**config.mk**
```make
export PLATFORM = sky130hd
export DESIGN_NAME = ps2_scancode_filter_flat
export DESIGN_NICKNAME = d
export VERILOG_FILES = /design/src/rtl/ps2_pkg.sv /design/src/rtl/ps2_scancode_filter_if.sv /design/src/rtl/key_event_fifo.sv /design/src/rtl/ps2_scancode_filter.sv /design/src/flat_wrapper.sv
export SDC_FILE = /design/constraint.sdc
export NUM_CORES = 1
export LEC_CHECK = 0
export ABC_CLOCK_PERIOD_IN_PS = 2150
export BUFFER_PORTS_ARGS = -buffer_cell sky130_fd_sc_hd__buf_2
export CORE_ASPECT_RATIO = 0.7
export CORE_MARGIN = 10
export CORE_UTILIZATION = 47
export CTS_CLUSTER_DIAMETER = 50
export CTS_CLUSTER_SIZE = 16
export DETAILED_ROUTE_END_ITERATION = 12
export PLACE_DENSITY = 0.67
export SYNTH_ARGS = -nofsm -noshare
export SYNTH_HDL_FRONTEND = slang
export SYNTH_SLANG_ARGS = --single-unit
```
**constraint.sdc**
```tcl
create_clock -name clk -period 2.15 [get_ports clk]
set_input_delay 0.215 -clock clk [delete_from_list [all_inputs] [get_ports clk]]
set_output_delay 0.215 -clock clk [all_outputs]
set_load 0.005 [all_outputs]
```
**src/rtl/ps2_pkg.sv**
```systemverilog
// Shared types and constants for the PS/2 set-2 scancode filter.
// No logic, so no latency.
// No flow control lives here.
package ps2_pkg;

  // Prefix-FSM state encoding
  typedef enum logic [1:0] {
    IDLE    = 2'd0,
    EXT     = 2'd1,
    BRK     = 2'd2,
    EXT_BRK = 2'd3
  } state_t;

  localparam logic [7:0] PS2_EXT = 8'hE0;
  localparam logic [7:0] PS2_BRK = 8'hF0;

  // One queued key event: extended flag above the make code
  typedef struct packed {
    logic       ext;
    logic [7:0] code;
  } key_evt_t;

  // Controller/status bytes that never describe a key
  function automatic logic is_special(input logic [7:0] b);
    case (b)
      8'h00, 8'hAA, 8'hEE, 8'hFA, 8'hFE, 8'hFF: return 1'b1;
      default:                                  return 1'b0;
    endcase
  endfunction

endpackage

```
**src/rtl/ps2_scancode_filter_if.sv**
```systemverilog
// Key-event channel from the filter to the keyboard reader.
// Head event is visible combinationally from the FIFO head.
// Valid/ready: an event is consumed when key_valid and key_ready are both high.
interface ps2_scancode_filter_if;
  logic       key_valid;
  logic       key_ready;
  logic [7:0] key_code;
  logic       key_ext;

  modport master (output key_valid, output key_code, output key_ext, input key_ready);
  modport slave  (input key_valid, input key_code, input key_ext, output key_ready);
endinterface

```
**src/rtl/key_event_fifo.sv**
```systemverilog
// Event FIFO, DEPTH entries of key_evt_t, with synchronous flush.
// Push in cycle N is visible at the head in cycle N+1.
// Push while full without a pop is dropped and flagged by a one-cycle overflow pulse.
module key_event_fifo
  import ps2_pkg::*;
#(
  parameter int DEPTH = 4
) (
  input  logic     clk,
  input  logic     resetn,
  input  logic     flush,
  input  logic     push,
  input  key_evt_t push_dat,
  input  logic     pop,
  output key_evt_t pop_dat,
  output logic     full,
  output logic     empty,
  output logic     overflow
);

  localparam int PW = $clog2(DEPTH);

  logic [PW:0] wr_ptr, rd_ptr;
  key_evt_t    mem [DEPTH];
  logic        pop_ok, wr_ok;

  // Extra pointer MSB distinguishes full from empty when the indices match
  assign empty   = (wr_ptr == rd_ptr);
  assign full    = (wr_ptr[PW] != rd_ptr[PW]) && (wr_ptr[PW-1:0] == rd_ptr[PW-1:0]);
  assign pop_ok  = pop & ~empty;
  // A pop in the same cycle frees the slot, so a full FIFO still accepts
  assign wr_ok   = push & (~full | pop_ok);
  // Head reads as zero when empty so outputs are clean after reset
  assign pop_dat = empty ? '0 : mem[rd_ptr[PW-1:0]];

  // Storage write; contents need no reset because reads are gated by empty
  always_ff @(posedge clk) begin
    if (wr_ok && !flush) mem[wr_ptr[PW-1:0]] <= push_dat;
  end

  // Pointer update and overflow pulse
  always_ff @(posedge clk or negedge resetn) begin
    if (!resetn) begin
      wr_ptr   <= '0;
      rd_ptr   <= '0;
      overflow <= 1'b0;
    end else if (flush) begin
      wr_ptr   <= '0;
      rd_ptr   <= '0;
      overflow <= 1'b0;
    end else begin
      if (wr_ok)  wr_ptr <= wr_ptr + 1'b1;
      if (pop_ok) rd_ptr <= rd_ptr + 1'b1;
      overflow <= push & full & ~pop_ok;
    end
  end

endmodule

```
**src/rtl/ps2_scancode_filter.sv**
```systemverilog
// Turns the raw PS/2 set-2 byte stream into one make event per key press.
// Byte strobe in cycle N gives key_valid in cycle N+1 when the FIFO was empty.
// Valid/ready on key_if; overflow pulses when a make meets a full FIFO with no pop.
module ps2_scancode_filter
  import ps2_pkg::*;
#(
  parameter int DEPTH           = 4,
  parameter int TIMEOUT_CYCLES  = 1000000,
  parameter int SUPPRESS_REPEAT = 1
) (
  input  logic                  clk,
  input  logic                  resetn,
  input  logic [7:0]            received_data,
  input  logic                  received_data_en,
  input  logic                  flush,
  ps2_scancode_filter_if.master key_if,
  output logic                  overflow,
  output logic                  protocol_error
);

  localparam int            TW   = (TIMEOUT_CYCLES > 1) ? $clog2(TIMEOUT_CYCLES) : 1;
  localparam logic [TW-1:0] TMAX = TW'(TIMEOUT_CYCLES - 1);

  state_t      state, nxt;
  logic [TW-1:0] tcnt;
  logic        held_vld;
  key_evt_t    held;
  key_evt_t    evt, head;
  logic        strb, mk_vld, brk_vld, evt_ext, err, hit, mk_acc;
  logic        fifo_full, fifo_empty, pop;

  // A byte arriving together with flush is discarded outright
  assign strb = received_data_en & ~flush;
  assign evt  = {evt_ext, received_data};
  assign hit  = held_vld && (held == evt);
  assign mk_acc = mk_vld && !((SUPPRESS_REPEAT != 0) && hit);

  // Decode the incoming byte against the current prefix state
  always_comb begin
    nxt     = state;
    mk_vld  = 1'b0;
    brk_vld = 1'b0;
    evt_ext = 1'b0;
    err     = 1'b0;
    if (strb) begin
      case (state)
        IDLE: begin
          if (received_data == PS2_EXT)      nxt = EXT;
          else if (received_data == PS2_BRK) nxt = BRK;
          else                               mk_vld = ~is_special(received_data);
        end
        EXT: begin
          if (received_data == PS2_BRK)      nxt = EXT_BRK;
          else if (received_data == PS2_EXT) nxt = EXT;
          else begin
            nxt     = IDLE;
            mk_vld  = ~is_special(received_data);
            evt_ext = 1'b1;
          end
        end
        BRK, EXT_BRK: begin
          nxt = IDLE;
          if (received_data == PS2_EXT || received_data == PS2_BRK || is_special(received_data)) begin
            err = 1'b1;
          end else begin
            brk_vld = 1'b1;
            evt_ext = (state == EXT_BRK);
          end
        end
        default: nxt = IDLE;
      endcase
    end else if (state != IDLE && tcnt == TMAX) begin
      // A stalled prefix is abandoned silently
      nxt = IDLE;
    end
  end

  // Prefix FSM, timeout counter, held-key tracker and error pulse
  always_ff @(posedge clk or negedge resetn) begin
    if (!resetn) begin
      state          <= IDLE;
      tcnt           <= '0;
      held_vld       <= 1'b0;
      held           <= '0;
      protocol_error <= 1'b0;
    end else begin
      protocol_error <= err;
      if (flush) begin
        state <= IDLE;
        tcnt  <= '0;
      end else begin
        state <= nxt;
        if (received_data_en || state == IDLE || nxt == IDLE) tcnt <= '0;
        else                                                  tcnt <= tcnt + 1'b1;
      end
      // Newest make is the held key; only its own break releases it
      if (mk_acc) begin
        held_vld <= 1'b1;
        held     <= evt;
      end else if (brk_vld && hit) begin
        held_vld <= 1'b0;
      end
    end
  end

  assign pop = key_if.key_valid & key_if.key_ready;

  key_event_fifo #(.DEPTH(DEPTH)) u_fifo (
    .clk      (clk),
    .resetn   (resetn),
    .flush    (flush),
    .push     (mk_acc),
    .push_dat (evt),
    .pop      (pop),
    .pop_dat  (head),
    .full     (fifo_full),
    .empty    (fifo_empty),
    .overflow (overflow)
  );

  assign key_if.key_valid = ~fifo_empty;
  assign key_if.key_code  = head.code;
  assign key_if.key_ext   = head.ext;

endmodule
```
**src/flat_wrapper.sv**
```systemverilog
// flat-port wrapper written by rule: the top's interface ports become plain ports
module ps2_scancode_filter_flat import ps2_pkg::*;
#(
  parameter int DEPTH           = 4,
  parameter int TIMEOUT_CYCLES  = 1000000,
  parameter int SUPPRESS_REPEAT = 1
)
  (clk, resetn, received_data, received_data_en, flush, overflow, protocol_error, key_if_key_valid, key_if_key_code, key_if_key_ext, key_if_key_ready);
  ps2_scancode_filter_if key_if_i ();
  input  logic clk;
  input  logic resetn;
  input  logic [7:0] received_data;
  input  logic received_data_en;
  input  logic flush;
  output logic overflow;
  output logic protocol_error;
  output wire logic [$bits(key_if_i.key_valid)-1:0] key_if_key_valid;
  output wire logic [$bits(key_if_i.key_code)-1:0] key_if_key_code;
  output wire logic [$bits(key_if_i.key_ext)-1:0] key_if_key_ext;
  input wire logic [$bits(key_if_i.key_ready)-1:0] key_if_key_ready;
  assign key_if_key_valid = key_if_i.key_valid;
  assign key_if_key_code = key_if_i.key_code;
  assign key_if_key_ext = key_if_i.key_ext;
  assign key_if_i.key_ready = key_if_key_ready;
  ps2_scancode_filter #(.DEPTH(DEPTH), .TIMEOUT_CYCLES(TIMEOUT_CYCLES), .SUPPRESS_REPEAT(SUPPRESS_REPEAT)) u_core (.clk(clk), .resetn(resetn), .received_data(received_data), .received_data_en(received_data_en), .flush(flush), .key_if(key_if_i), .overflow(overflow), .protocol_error(protocol_error));
endmodule
```
==> run summary <==
die span in y = 91.76 microns
maximum number of pins on one net before global-route repair = 18
max-slew violation count = 0
routed length per instance = 16.49 microns
number of enable flip-flop cells after synthesis = 36
Crit Path Category = reg -> reg
Net Count, Synth = 284
Hold Crit Class = in -> reg
Synth warnings = 0
CTS H-Tree Depth = 3
register bit count reported by yosys = 76
share of the core filled with cells = 59.58%
Initial DRC Count = 98
RSZ-0062 raised after global routing = true
Worst Path Max Fanout = 5
number of nets with antenna violations after detailed routing = 0
clock skew = 0.008967 ns
Boundary Pins = 25
summed instance area of the synthesized netlist = 0.003457 sq mm
first-pass GRT wire length = 11.72 mm
last weighted congestion value of the routability-driven placer = 0.8039
Pwr per Cell Area = 798.1 mW/mm^2
number of inserted diodes = 0
leading area contributor after synthesis = sky130_fd_sc_hd__edfxtp_1
clock transition at the registers of the reported paths = 0.08 ns
share of the clock period used by the worst path = 96.48%
Leakage Power = 0.001740 uW
Gate Count Post-Synth = 265
Die Outline Area = 0.01124 sq mm
number of detailed-routing iterations run before antenna repair = 5
register area share after synthesis = 60.22%
Remaining Overflow, GRT = 0
transition time of the tightest slew-check pin = 0.4088 ns
total via count in the routed design = 2287
relative slew slack = 72.75%
standard cell core area = 0.007222 sq mm
number of buffers created by CTS = 9
half-perimeter wire length after placement = 5.207 mm
launching element type of the critical path = flip-flop
run status = finished clean
share of flip-flops with an asynchronous set or reset = 52.63%
dominant cells by area after synthesis = sky130_fd_sc_hd__edfxtp_1 (31%), sky130_fd_sc_hd__dfrtp_1 (29%), sky130_fd_sc_hd__mux4_2 (5.9%), sky130_fd_sc_hd__xnor2_1 (4.6%), sky130_fd_sc_hd__xor2_1 (3.8%)
Yosys top cell area share = 31.27%
count of endpoints failing hold in the final timing report = 0
Main synth FF type = sky130_fd_sc_hd__dfrtp_1
Vias per Instance = 5.210
FILL cells = 590
number of antenna violations at the first check in global routing = 0
nature of the critical path endpoint = flip-flop
fmax = 0.4821 GHz
sinks on the clock net = 76
latest clock arrival within the worst-skew pair = 0.35 ns
pre-CTS worst setup slack = -0.3192 ns
max cap viols = 0
total routing resource utilization after global routing = 13.33%
worst path arrival time = 2.35 ns
root buffer selected by CTS = sky130_fd_sc_hd__clkbuf_8
sum of routed wire length over all layers = 7.238 mm
setup-violating endpoint count in the final report = 0
count of nets after finishing = 355
number of global-route vias before repair = 2337
CP Data Required Time = 2.43 ns
shortest clock period the worst path allows after layout = 2.074 ns
highest ir drop seen on vdd = 0.3646 mV
growth of design area from synthesis to finish = 24.47%
combined flip-flop and latch cell area = 0.002082 sq mm
Final WS setup = 0.07567 ns
initial standard-cell utilization of the core = 47.87%
Die X-Extent = 122.5 microns
Buffers on Ports = 24
layout cells sized above 1 = 32.84%
number of placement rows = 26
CTS tree = done
Max Root-Sink Buffers = 2
setup_tns = 0 ns
Mapped Avg Cell Area = 13.05 sq um
Post-route DRC = 0
number of unique standard cell types used by synthesis = 35
combined area of the multi-input logic cells = 0.001364 sq mm
-- cell type report --
cell class / instances / share of cell area (%)
clock buffer: 9 / 2.879
tap: 98 / 2.850
timing repair buffer: 66 / 11.51
clock inverter: 7 / 2.152
multi-input combinational: 177 / 31.70
inverter: 6 / 0.5234
sequential: 76 / 48.39
-- power by group --
| group | switching [uW] | internal, uW | total, uW |
|---|---|---|---|
| sequential | 42.6 | 1590 | 1630 |
| clock | 582 | 566 | 1150 |
| combinational | 311 | 342 | 652 |
| total | 935 | 2500 | 3430 |
-- routing by layer --
metal  wire, microns  share of wire (%)  vias up  global-route usage [%]
li1                -                  -     1094                       -
met1            3501                 48     1149                   18.26
met2            3346                 46       42                   19.95
met3             374                5.2        2                   4.899
met4              14               0.19        0                   2.642
met5               0                  0        -                       0
-- synth_stat cells (2+ instances only) --
cell type / instances
sky130_fd_sc_hd__and2_1: 5
sky130_fd_sc_hd__and3_1: 10
sky130_fd_sc_hd__clkbuf_1: 5
sky130_fd_sc_hd__dfrtp_1: 40
sky130_fd_sc_hd__edfxtp_1: 36
sky130_fd_sc_hd__ha_1: 6
sky130_fd_sc_hd__inv_1: 6
sky130_fd_sc_hd__mux2_2: 10
sky130_fd_sc_hd__mux2i_1: 3
sky130_fd_sc_hd__mux4_2: 9
sky130_fd_sc_hd__nand2_1: 14
sky130_fd_sc_hd__nand2b_1: 3
sky130_fd_sc_hd__nand3_1: 11
sky130_fd_sc_hd__nand3b_1: 2
sky130_fd_sc_hd__nand4_1: 8
sky130_fd_sc_hd__nor2_1: 30
sky130_fd_sc_hd__nor2b_1: 11
sky130_fd_sc_hd__nor3_1: 4
sky130_fd_sc_hd__nor4_1: 2
sky130_fd_sc_hd__o21ai_0: 2
sky130_fd_sc_hd__or4_1: 3
sky130_fd_sc_hd__xnor2_1: 18
sky130_fd_sc_hd__xor2_1: 15
-- cells by family after synthesis --
logic type      count (synthesis)  synth area share [%]
buf+inv                        12                 1.303
flops                          76                 60.22
simple gates                  108                 16.29
mux                            22                 9.989
fa+ha+maj                       6                 2.171
xor+xnor                       33                 8.361
compound gates                  8                 1.665
-- stage by stage --
step           cells  power [uW]  hold WS, ns  cell area, sq um
4_1_cts          436        3481       0.1508              4247
2_1_floorplan    265        2042     -0.08059              3457
6_report         439        3434       0.1650              4303
3_5_place_dp     418        2325       0.1809              3968
3_3_place_gp     418        2311       0.1802              3968
5_1_grt          439        3619       0.1475              4303
-- final timing paths --
| path | start | slack, ns | cells past startpoint | endpoint |
|---|---|---|---|---|
| min in group asynchronous | resetn | 0.34 | 2 | u_core.tcnt[14] |
| setup / recovery | u_core.tcnt[1] | 0.08 | 8 | u_core.tcnt[6] |
| hold / removal | received_data[1] | 0.17 | 2 | u_core.held[1] |
| setup reg to reg | u_core.tcnt[1] | 0.08 | 8 | u_core.tcnt[6] |
| max in group asynchronous | resetn | 1.27 | 3 | u_core.tcnt[5] |
| hold reg to reg | u_core.held_vld | 0.50 | 1 | u_core.held_vld |
-- cell usage in the layout (no fill, tap or decap), types with 2 or more instances in the layout --
cell / synthesis / routed
sky130_fd_sc_hd__and2_1: 5 / 2
sky130_fd_sc_hd__and2_2: 0 / 3
sky130_fd_sc_hd__and3_1: 10 / 8
sky130_fd_sc_hd__and3_4: 0 / 2
sky130_fd_sc_hd__buf_2: 0 / 24
sky130_fd_sc_hd__buf_4: 0 / 37
sky130_fd_sc_hd__clkbuf_8: 0 / 9
sky130_fd_sc_hd__clkinv_4: 0 / 2
sky130_fd_sc_hd__dfrtp_1: 40 / 40
sky130_fd_sc_hd__edfxtp_1: 36 / 36
sky130_fd_sc_hd__ha_1: 6 / 5
sky130_fd_sc_hd__inv_1: 6 / 6
sky130_fd_sc_hd__inv_6: 0 / 2
sky130_fd_sc_hd__mux2_2: 10 / 10
sky130_fd_sc_hd__mux2i_1: 3 / 3
sky130_fd_sc_hd__mux4_2: 9 / 9
sky130_fd_sc_hd__nand2_1: 14 / 14
sky130_fd_sc_hd__nand2b_1: 3 / 3
sky130_fd_sc_hd__nand3_1: 11 / 11
sky130_fd_sc_hd__nand3b_1: 2 / 2
sky130_fd_sc_hd__nand4_1: 8 / 8
sky130_fd_sc_hd__nor2_1: 30 / 28
sky130_fd_sc_hd__nor2b_1: 11 / 11
sky130_fd_sc_hd__nor3_1: 4 / 4
sky130_fd_sc_hd__nor4_1: 2 / 2
sky130_fd_sc_hd__o21ai_0: 2 / 2
sky130_fd_sc_hd__or4_1: 3 / 3
sky130_fd_sc_hd__xnor2_1: 18 / 18
sky130_fd_sc_hd__xor2_1: 15 / 15
-- worst max-delay path, stage by stage (launching register included) --
cell	delay, ns
sky130_fd_sc_hd__dfrtp_1	0.39
sky130_fd_sc_hd__ha_2	0.19
sky130_fd_sc_hd__and3_4	0.18
sky130_fd_sc_hd__and3_4	0.18
sky130_fd_sc_hd__and4b_1	0.19
sky130_fd_sc_hd__or2_4	0.23
sky130_fd_sc_hd__or3_4	0.39
sky130_fd_sc_hd__clkbuf_16	0.18
sky130_fd_sc_hd__nor2_1	0.10
-- timing repair --
| action | in CTS | in global routing |
|---|---|---|
| setup buffers | 0 | 2 |
| setup endpoints to repair | 20 | 47 |
| hold buffers | 1 | 0 |
| endpoints found under the hold margin | 15 | 0 |
| gates cloned | 1 | 1 |
| gates resized for setup | 7 | 7 |
| pin swaps | 1 | 0 |
-- registers in the layout, summed over array words and instances (netlist names) --
name / flops
u_core.u_fifo.wr_ptr: 3
u_core.held_vld: 1
u_core.held: 9
u_core.protocol_error: 1
u_core.state: 2
u_core.tcnt: 20
u_core.u_fifo.rd_ptr: 3
u_core.u_fifo.mem: 36
u_core.u_fifo.overflow: 1
Power figures use the tool's default switching activity.
